$ cat src/rtl/eon_spi_target.sv
// SPI mode-0 target with byte-wide TX/RX handshakes and a sticky RX overrun flag.
// Define EON_SPI_TARGET_RXFIFO_EN to replace the single RX holding register with a 4-entry FIFO.
module eon_spi_target #(
  parameter logic [7:0] FILL_BYTE = 8'hFF
) (
  input  logic       clk,
  input  logic       rst,
  input  logic       ssn,
  input  logic       sck,
  input  logic       mosi,
  output logic       miso,
  output logic       miso_oe,
  input  logic [7:0] tx_data,
  input  logic       tx_valid,
  output logic       tx_ready,
  output logic [7:0] rx_data,
  output logic       rx_valid,
  input  logic       rx_ready,
  output logic       overrun,
  input  logic       overrun_clr,
  output logic       busy
);

  typedef enum logic [1:0] {IDLE, LOAD, SHIFT} state_t;

  state_t      state_q, state_d;
  logic [2:0]  ssn_sync, sck_sync;
  logic [1:0]  mosi_sync;
  logic        ssn_fall, ssn_rise, sck_rise, sck_fall, mosi_s;
  logic [2:0]  bit_cnt;
  logic [7:0]  rx_shift, tx_shift, tx_hold, done_byte;
  logic        tx_full, byte_end, done;
  logic        tx_accept, tx_consume;
  logic        rx_deq, overrun_set, overrun_q;

  // Two flops synchronise; the third holds the previous synced value for edge detection.
  always_ff @(posedge clk or posedge rst) begin
    if (rst) begin
      ssn_sync  <= 3'b111;
      sck_sync  <= 3'b000;
      mosi_sync <= 2'b00;
    end else begin
      // NOTE: sequential state uses non-blocking assignments so every flop samples pre-edge values.
      ssn_sync  <= {ssn_sync[1:0], ssn};
      sck_sync  <= {sck_sync[1:0], sck};
      mosi_sync <= {mosi_sync[0], mosi};
    end
  end

  assign ssn_fall = ssn_sync[2] & ~ssn_sync[1];
  assign ssn_rise = ~ssn_sync[2] & ssn_sync[1];
  assign sck_rise = ~sck_sync[2] & sck_sync[1];
  assign sck_fall = sck_sync[2] & ~sck_sync[1];
  assign mosi_s   = mosi_sync[1];

  always_ff @(posedge clk or posedge rst) begin
    if (rst) state_q <= IDLE;
    else     state_q <= state_d;
  end

  always_comb begin
    // NOTE: defaulting state_d first keeps this block free of inferred latches.
    state_d = state_q;
    unique case (state_q)
      IDLE:    if (ssn_fall) state_d = LOAD;
      LOAD:    state_d = SHIFT;
      SHIFT:   if (sck_fall && byte_end) state_d = LOAD;
      default: state_d = IDLE;
    endcase
    if (ssn_rise) state_d = IDLE;
  end

  assign tx_ready   = ~tx_full;
  assign tx_accept  = tx_valid & ~tx_full;
  assign tx_consume = (state_q == LOAD) & ~ssn_rise & tx_full;

  always_ff @(posedge clk or posedge rst) begin
    if (rst) begin
      bit_cnt   <= 3'd0;
      rx_shift  <= 8'h00;
      tx_shift  <= 8'h00;
      tx_hold   <= 8'h00;
      tx_full   <= 1'b0;
      byte_end  <= 1'b0;
      done      <= 1'b0;
      done_byte <= 8'h00;
    end else begin
      done    <= 1'b0;
      tx_full <= tx_accept | (tx_full & ~tx_consume);
      if (tx_accept) tx_hold <= tx_data;

      if (ssn_rise) begin
        // Deselect drops partial RX bits and the in-flight TX byte; the holding register survives.
        bit_cnt  <= 3'd0;
        rx_shift <= 8'h00;
        tx_shift <= 8'h00;
        byte_end <= 1'b0;
      end else begin
        unique case (state_q)
          LOAD: begin
            tx_shift <= tx_full ? tx_hold : FILL_BYTE;
            byte_end <= 1'b0;
          end
          SHIFT: begin
            if (sck_rise) begin
              rx_shift <= {rx_shift[6:0], mosi_s};
              bit_cnt  <= bit_cnt + 3'd1;
              if (bit_cnt == 3'd7) begin
                done      <= 1'b1;
                done_byte <= {rx_shift[6:0], mosi_s};
                byte_end  <= 1'b1;
              end
            end else if (sck_fall) begin
              tx_shift <= {tx_shift[6:0], 1'b0};
            end
          end
          default: ;
        endcase
      end
    end
  end

`ifdef EON_SPI_TARGET_RXFIFO_EN
  logic [7:0] rx_mem [4];
  logic [1:0] rd_ptr, wr_ptr;
  logic [2:0] rx_count;
  logic       rx_wr;

  assign rx_valid    = (rx_count != 3'd0);
  assign rx_deq      = rx_valid & rx_ready;
  assign overrun_set = done & (rx_count == 3'd4) & ~rx_deq;
  assign rx_wr       = done & ~overrun_set;
  assign rx_data     = rx_mem[rd_ptr];

  always_ff @(posedge clk or posedge rst) begin
    if (rst) begin
      // NOTE: the FIFO storage is reset so rx_data reads 0 out of reset.
      for (int i = 0; i < 4; i++) rx_mem[i] <= 8'h00;
      rd_ptr   <= 2'd0;
      wr_ptr   <= 2'd0;
      rx_count <= 3'd0;
    end else begin
      if (rx_wr) begin
        rx_mem[wr_ptr] <= done_byte;
        wr_ptr         <= wr_ptr + 2'd1;
      end
      if (rx_deq) rd_ptr <= rd_ptr + 2'd1;
      rx_count <= rx_count + {2'b00, rx_wr} - {2'b00, rx_deq};
    end
  end
`else
  logic [7:0] rx_data_q;
  logic       rx_valid_q;

  assign rx_valid    = rx_valid_q;
  assign rx_data     = rx_data_q;
  assign rx_deq      = rx_valid_q & rx_ready;
  assign overrun_set = done & rx_valid_q & ~rx_ready;

  always_ff @(posedge clk or posedge rst) begin
    if (rst) begin
      rx_data_q  <= 8'h00;
      rx_valid_q <= 1'b0;
    end else if (done && !overrun_set) begin
      rx_data_q  <= done_byte;
      rx_valid_q <= 1'b1;
    end else if (rx_deq) begin
      rx_valid_q <= 1'b0;
    end
  end
`endif

  // A new overrun wins over a coincident clear.
  always_ff @(posedge clk or posedge rst) begin
    if (rst) overrun_q <= 1'b0;
    else     overrun_q <= overrun_set | (overrun_q & ~overrun_clr);
  end

  assign overrun = overrun_q;
  assign miso_oe = ~ssn_sync[1];
  assign miso    = miso_oe & tx_shift[7];
  assign busy    = (state_q != IDLE) | (bit_cnt != 3'd0);

endmodule

$ cat config.mk
export PLATFORM = sky130hd
export DESIGN_NAME = eon_spi_target
export DESIGN_NICKNAME = d
export VERILOG_FILES = /design/src/rtl/eon_spi_target.sv
export SDC_FILE = /design/constraint.sdc
export NUM_CORES = 1
export LEC_CHECK = 0
export CAP_MARGIN = 20
export CORE_AREA = 8 8 88 90
export CTS_CLUSTER_DIAMETER = 200
export CTS_CLUSTER_SIZE = 14
export DETAILED_ROUTE_END_ITERATION = 12
export DIE_AREA = 0 0 96 98
export DONT_BUFFER_PORTS = 1
export GPL_ROUTABILITY_DRIVEN = 0
export PLACE_DENSITY = 0.61
export SLEW_MARGIN = 40
export SYNTH_ARGS = -nofsm -noshare
export SYNTH_HDL_FRONTEND = slang
export SYNTH_SLANG_ARGS = --single-unit
$ cat constraint.sdc
create_clock -name clk -period 1.8 [get_ports clk]
set_input_delay 0.36 -clock clk [delete_from_list [all_inputs] [get_ports clk]]
set_output_delay 0.36 -clock clk [all_outputs]
set_load 0.005 [all_outputs]
==> run summary, run 1 <==
Outcome - complete, no violations
Synth top area cells - dfrtp_1 55%, mux2_2 15%, dfstp_2 3.2%
Critical Path Source Type - flop
Clk root buf - clkbuf_8
TritonCTS clock tree - yes
Final Max Slew Viols - 0
Worst IR Drop VDD - 0.624 mV
Crit path largest cell delay - 460 ps
Filler cells - 588
Clk_skew - 6.05 ps
H-tree depth - 3
Initial core utilization - 37.5%
TritonRoute pass-1 iters - 4
DRC errors left - 0
Vias in the first global route - 1479
Yosys cell types - 31
Antenna diode count - 0
Synth warnings - 0
Pwr dens - 1410 nW/um2
Cell leakage power - 1.33 nW
Finish-stage setup viols - 0
Crit path DAT - 1380 ps
PortBufs - 0
Max-cap viol count - 0
CORE AREA - 6490 um2
WP data required - 1440 ps
Mapped cell area - 2440 um2
CP max stage cell - or4b_4
Crit end category - output port
Std cell rows - 30
Mapped Nets - 209
Vias per std cell - 4.94
Nets - 225
Setup TNS - 0 ps
Pre-CTS setup slack - 39.5 ps
Routed len/inst - 14.8 um
Yosys top cell by area - dfrtp_1
Cell chain of the critical path - inv_2 > ha_1 > or4b_4
#FFs+latches synth - 57
Critical path type - reg -> out
Final Cycle Share - 96.6%
Post-CTS setup buffer count - 0
Num ports - 30
Clk pin slew, worst setup/hold paths - 60 ps
Worst hold path class - in -> reg
Fin Hold WS - 56.0 ps
Worst skew pair latency - 330 ps
Most frequent cells in the layout - 54 x dfrtp_1, 32 x mux2_2, 15 x inv_1, 12 x nor2b_1, 11 x nand2_1
Share of cells above drive strength 1 - 34.0%
CP Max Fanout - 2
Syn Inst Count - 188
Min cycle time layout - 1740 ps
Largest net degree at the start of global routing - 30
Via count - 1428
TritonCTS buffer count - 9
Max clock buf depth - 2
Die area - 9410 um2
R2R depth - 6
Fmax - 575 MHz
First-pass GRT wire length - 7.28 mm
Post-Syn Area per Cell - 13.0 um2
Initial antenna violation count - 0
Share of Yosys cell area claimed by the top area cell type - 55.5%
Post-DP HPWL - 3.06 mm
Share of the core filled with cells - 43.9%
Area delta synth->final - 16.9%
Gr usage total - 10.1%
Sinks on the clock net - 57
Slew @ Worst Pin - 369 ps
Worst slew margin - 75.4%
DRC marker count from the first detailed-route iteration - 124
Chip width - 96 um
Commonest non-fill, non-tap cell in the layout - dfrtp_1
RSZ-0062 raised after global routing - true
Overall power - 4.01 mW
Worst Hold Depth - 0
Final Hold Viols - 0
Die height - 98 um
Antenna Nets Post-Route - 0
Post-route setup slack - 60.6 ps
GRT overflow - 0
Sequential share of the synthesized area - 58.7%
Wirelength, routed - 4.27 mm
[sequential cells by signal, summed over array words and instances (netlist names)]
name	count
bit_cnt	3
byte_end	1
done	1
done_byte	8
mosi_sync	2
overrun	1
rx_data	8
rx_shift	7
rx_valid	1
sck_sync	3
ssn_sync	3
state_q	2
tx_full	1
tx_hold	8
tx_shift	8
[Yosys cell counts]
library cell and number:
dfrtp_1 54, mux2_2 32, inv_1 17, nor2b_1 12, nand2_1 11, o21ai_0 8
a311oi_1 7, nor3b_1 7, clkbuf_1 5, ha_1 5, nand2b_1 4, buf_2 3
dfstp_2 3, a22o_1 2, o211a_1 2, a211o_1 1, a211oi_4 1, a21o_1 1
a32oi_1 1, and3_1 1, mux2_1 1, nand3b_1 1, nand4_1 1, nor2_1 1
nor2b_2 1, nor3_1 1, nor3_4 1, o22ai_1 1, o22ai_4 1, or2_2 1
or4b_2 1
[worst max-delay path: cells and delay by family, from the launching register on]
| kind | cells | cell delay [ps] |
|---|---|---|
| and+or+nand+nor | 1 | 460 |
| DFF | 1 | 390 |
| adders and majority gates | 1 | 130 |
| buffers and inverters | 1 | 70 |
[area by class of cell]
cell class | count | area, um2 | area share [%]
clock buffer | 11 | 141 | 4.96
clock inverter | 5 | 55.1 | 1.93
inverter | 17 | 63.8 | 2.24
multi-input combinational | 106 | 917 | 32.2
sequential | 57 | 1430 | 50.2
tap | 80 | 100 | 3.51
timing repair buffer | 13 | 140 | 4.92
[through the flow]
step	instance area, um2	instances
floorplan	2440	188
global route	2850	289
global placement	2620	271
CTS	2830	288
detailed placement	2620	271
finish	2850	289
[power breakdown]
part	internal (mW)	switching [mW]	leakage [nW]	total, mW
registers	1.60	0.208	0.732	1.81
logic	0.578	0.475	0.503	1.05
clock network	0.671	0.484	0.0953	1.16
total	2.85	1.17	1.33	4.01
[metal layers]
layer	part of all wire, %	vias up	track usage, %
li1	-	685	-
met2	46	26	13.6
met1	45	708	12.7
met4	2.4	0	6.51
met5	0	-	0
met3	6.3	9	4.30
[cell families after synthesis]
group / share of synthesized area, %
AOI/OAI and AO/OA: 8.63
adders and majority gates: 2.57
muxes: 15.3
buffers and inverters: 4.01
DFF: 58.7
and+or+nand+nor: 10.8
[worst paths after layout]
kind	start	end	slack (ps)
worst max register to register	ssn_sync[2]$_DFF_PP1_	tx_shift[7]$_DFFE_PP0P_	80
worst max-delay path	bit_cnt[0]$_DFFE_PP0P_	busy	60
worst min register to register	mosi_sync[0]$_DFF_PP0_	mosi_sync[1]$_DFF_PP0_	350
max in group asynchronous	rst	ssn_sync[0]$_DFF_PP1_	940
worst min-delay path	mosi	mosi_sync[0]$_DFF_PP0_	60
min in group asynchronous	rst	rx_data[2]$_DFFE_PP0P_	560
[what timing repair did]
item | in CTS | in global routing
hold buffers | 1 | 1
pin swaps | 0 | 1
setup endpoints to repair | 1 | 17
endpoints found under the hold margin | 54 | 1
resized for setup | 1 | 3
Note: power is estimated with default switching activity, not from simulation.
==> inputs of run 2 (changes only) <==
--- a/config.mk
+++ b/config.mk
@@ -5,6 +5,7 @@
 export SDC_FILE = /design/constraint.sdc
 export NUM_CORES = 1
 export LEC_CHECK = 0
+export ABC_CLOCK_PERIOD_IN_PS = 1800
 export CAP_MARGIN = 20
 export CORE_AREA = 8 8 88 90
 export CTS_CLUSTER_DIAMETER = 200
==> constraint.sdc (replaced) <==
create_clock -name clk -period 1.8 [get_ports clk]
set_input_delay 0.18 -clock clk [delete_from_list [all_inputs] [get_ports clk]]
set_output_delay 0.18 -clock clk [all_outputs]
set_load 0.005 [all_outputs]
==> run 2 against run 1 <==
  * Global-route usage increased by 0.46 points
  * Via count grew 1.8%
  * Cell area is 5.3% higher
  * Total power up 2.1%
  * Clock-buffer cell count increased by 1
  * Flip-flop and latch count stayed put
  * First-iteration DRC count down 59%
  * Critical path type is now reg -> reg
  * Clock power up 5%
==> run summary, run 2 (same netlist as run 1, synthesis figures left out) <==
Die height - 98 um (unchanged)
Crit path largest cell delay - 510 ps (was 460 ps)
Vias per std cell - 4.85 (was 4.94)
Crit end category - flop (was output port)
PortBufs - 0 (unchanged)
Overall power - 4.10 mW (was 4.01 mW)
GR Util met3 - 5.22% (was 4.30%)
Gr usage total - 10.5% (was 10.1%)
Sinks on the clock net - 57 (unchanged)
TritonRoute pass-1 iters - 4 (unchanged)
Finish-stage setup viols - 0 (unchanged)
Wirelength, routed - 4.38 mm (was 4.27 mm)
Setup TNS - 0 ps (unchanged)
Initial core utilization - 37.5% (unchanged)
DRC marker count from the first detailed-route iteration - 51 (was 124)
R2R setup slack - 60 ps (was 80 ps)
Routed len/inst - 14.6 um (was 14.8 um)
RSZ-0062 raised after global routing - false (was true)
Busiest metal layer after global routing - met2 (unchanged)
Reg2reg end - tx_shift[4]$_DFFE_PP0P_ (was tx_shift[7]$_DFFE_PP0P_)
Slew @ Worst Pin - 375 ps (was 369 ps)
Filler cells - 596 (was 588)
Critical Path Source Type - flop (unchanged)
Outcome - complete, no violations (unchanged)
Antenna Nets Post-Route - 0 (unchanged)
WP data required - 2020 ps (was 1440 ps)
Largest net degree at the start of global routing - 58 (was 30)
Clk root buf - clkbuf_8 (unchanged)
Final Max Slew Viols - 0 (unchanged)
Hold Startpoint - rx_ready (was mosi)
Final Cycle Share - 96.5% (was 96.6%)
Dpl cells - 270 (was 271)
Area delta synth->final - 23.1% (was 16.9%)
Critical path type - reg -> reg (was reg -> out)
Die area - 9410 um2 (unchanged)
First-pass GRT wire length - 7.59 mm (was 7.28 mm)
Cell leakage power - 1.39 nW (was 1.33 nW)
Clk pin slew, worst setup/hold paths - 70 ps (was 60 ps)
CP max stage cell - dfstp_2 (was or4b_4)
Max clock buf depth - 2 (unchanged)
Area of the multi-input gates - 936 um2 (was 917 um2)
CP Max Fanout - 13 (was 2)
Clk_skew - 9.91 ps (was 6.05 ps)
H-tree depth - 3 (unchanged)
Num ports - 30 (unchanged)
Std cell rows - 30 (unchanged)
TritonCTS clock tree - yes (unchanged)
Cell chain of the critical path - inv_1 > ha_4 > buf_12 > a211oi_4 > buf_12 > mux2_2 (was inv_2 > ha_1 > or4b_4)
Register area - 1430 um2 (unchanged)
GRT overflow - 0 (unchanged)
Nets - 236 (was 225)
Fmax - 576 MHz (was 575 MHz)
Worst slew margin - 74.9% (was 75.4%)
DRC errors left - 0 (unchanged)
Post-DP HPWL - 2.87 mm (was 3.06 mm)
DP Area - 2630 um2 (was 2620 um2)
Final design area excluding fillers - 3000 um2 (was 2850 um2)
GR met1 Demand/Resource - 13.3% (was 12.7%)
Share of cells above drive strength 1 - 32.3% (was 34.0%)
CP dominant cell by count - buf_12
Pwr dens - 1370 nW/um2 (was 1410 nW/um2)
Worst IR Drop VDD - 0.585 mV (was 0.624 mV)
Initial antenna violation count - 0 (unchanged)
Commonest non-fill, non-tap cell in the layout - dfrtp_1 (unchanged)
Worst hold endpoint - rx_valid$_DFFE_PP0P_ (was mosi_sync[0]$_DFF_PP0_)
CORE AREA - 6490 um2 (unchanged)
Worst hold path class - in -> reg (unchanged)
Final Hold Viols - 0 (unchanged)
Antenna diode count - 0 (unchanged)
Vias in the first global route - 1558 (was 1479)
Via count - 1454 (was 1428)
Worst Hold Depth - 2 (was 0)
Chip width - 96 um (unchanged)
Met2 usage - 14.1% (was 13.6%)
Most frequent cells in the layout - 54 x dfrtp_1, 32 x mux2_2, 16 x inv_1, 13 x dlygate4sd3_1, 12 x nor2b_1 (was 54 x dfrtp_1, 32 x mux2_2, 15 x inv_1, 12 x nor2b_1, 11 x nand2_1)
Layout Cells excl Fill - 300 (was 289)
Crit path DAT - 1960 ps (was 1380 ps)
Min cycle time layout - 1740 ps (about the same)
Worst skew pair latency - 340 ps (was 330 ps)
Max-cap viol count - 0 (unchanged)
R2R depth - 6 (unchanged)
TritonCTS buffer count - 9 (unchanged)
Beginning of the worst register-to-register path - ssn_sync[2]$_DFF_PP1_ (unchanged)
run 2: metrics by stage:
stage	util [%]	hold WS, ps	worst slack (ps)
after floorplan	-	184	69.8
after global placement	40.5	144	83.8
after detailed placement	40.5	148	65.9
after CTS	45.8	55.7	44.8
after global routing	46.2	88.9	4.19
final	46.2	70.3	63.3
run 2: cell type report:
cell class | count | share of cell area [%]
clock buffer | 12 | 5.17
multi-input combinational | 106 | 31.2
tap | 80 | 3.34
inverter | 17 | 2.13
timing repair buffer | 24 | 8.76
sequential | 57 | 47.7
clock inverter | 4 | 1.71
run 2: per-layer routing:
metal	vias up	part of all wire [%]
li1	705	-
met1	713	48
met2	29	43
met3	7	6.3
met4	0	2.4
met5	-	0
run 2: repair_timing:
action	in CTS	in global routing
endpoints found under the hold margin	66	0
buffers inserted	1	0
setup endpoints to repair	1	13
resized for setup	0	5
hold buffers	13	0
pin swaps	0	2
run 2: worst max-delay path: cells and delay by family (launching register included):
family                   cells  cell delay (ps)
AO/OA/AOI/OAI                1              250
adder cells (fa/ha/maj)      1              170
buffers and inverters        3              370
flip-flops                   1              510
multiplexers                 1              330
run 2: worst max-delay path by stage:
stage / startpoint / endpoint / slack, ps / cells after the start
3_5_place_dp: ssn_sync[2]$_DFF_PP1_ / done_byte[3]$_DFFE_PP0P_ / 70 / 6
6_report: ssn_sync[2]$_DFF_PP1_ / tx_shift[4]$_DFFE_PP0P_ / 60 / 6
2_1_floorplan: ssn_sync[2]$_DFF_PP1_ / done_byte[0]$_DFFE_PP0P_ / 70 / 5
3_3_place_gp: ssn_sync[2]$_DFF_PP1_ / tx_shift[6]$_DFFE_PP0P_ / 80 / 6
4_1_cts: bit_cnt[0]$_DFFE_PP0P_ / busy / 40 / 3
5_1_grt: ssn_sync[2]$_DFF_PP1_ / tx_shift[3]$_DFFE_PP0P_ / 4 / 6
run 2: where the power goes:
group | internal, mW | total [mW] | switching (mW)
combinational | 0.595 | 1.09 | 0.493
clock | 0.714 | 1.22 | 0.502
sequential | 1.60 | 1.79 | 0.195
==> inputs of run 3 (changes only) <==
--- a/config.mk
+++ b/config.mk
@@ -5,8 +5,9 @@
 export SDC_FILE = /design/constraint.sdc
 export NUM_CORES = 1
 export LEC_CHECK = 0
+export ABC_AREA = 0
 export ABC_CLOCK_PERIOD_IN_PS = 1800
-export CAP_MARGIN = 20
+export CAP_MARGIN = 0
 export CORE_AREA = 8 8 88 90
 export CTS_CLUSTER_DIAMETER = 200
 export CTS_CLUSTER_SIZE = 14
==> results of run 3 <==
The final DEF is identical to that of run 2; final timing and power are the same.
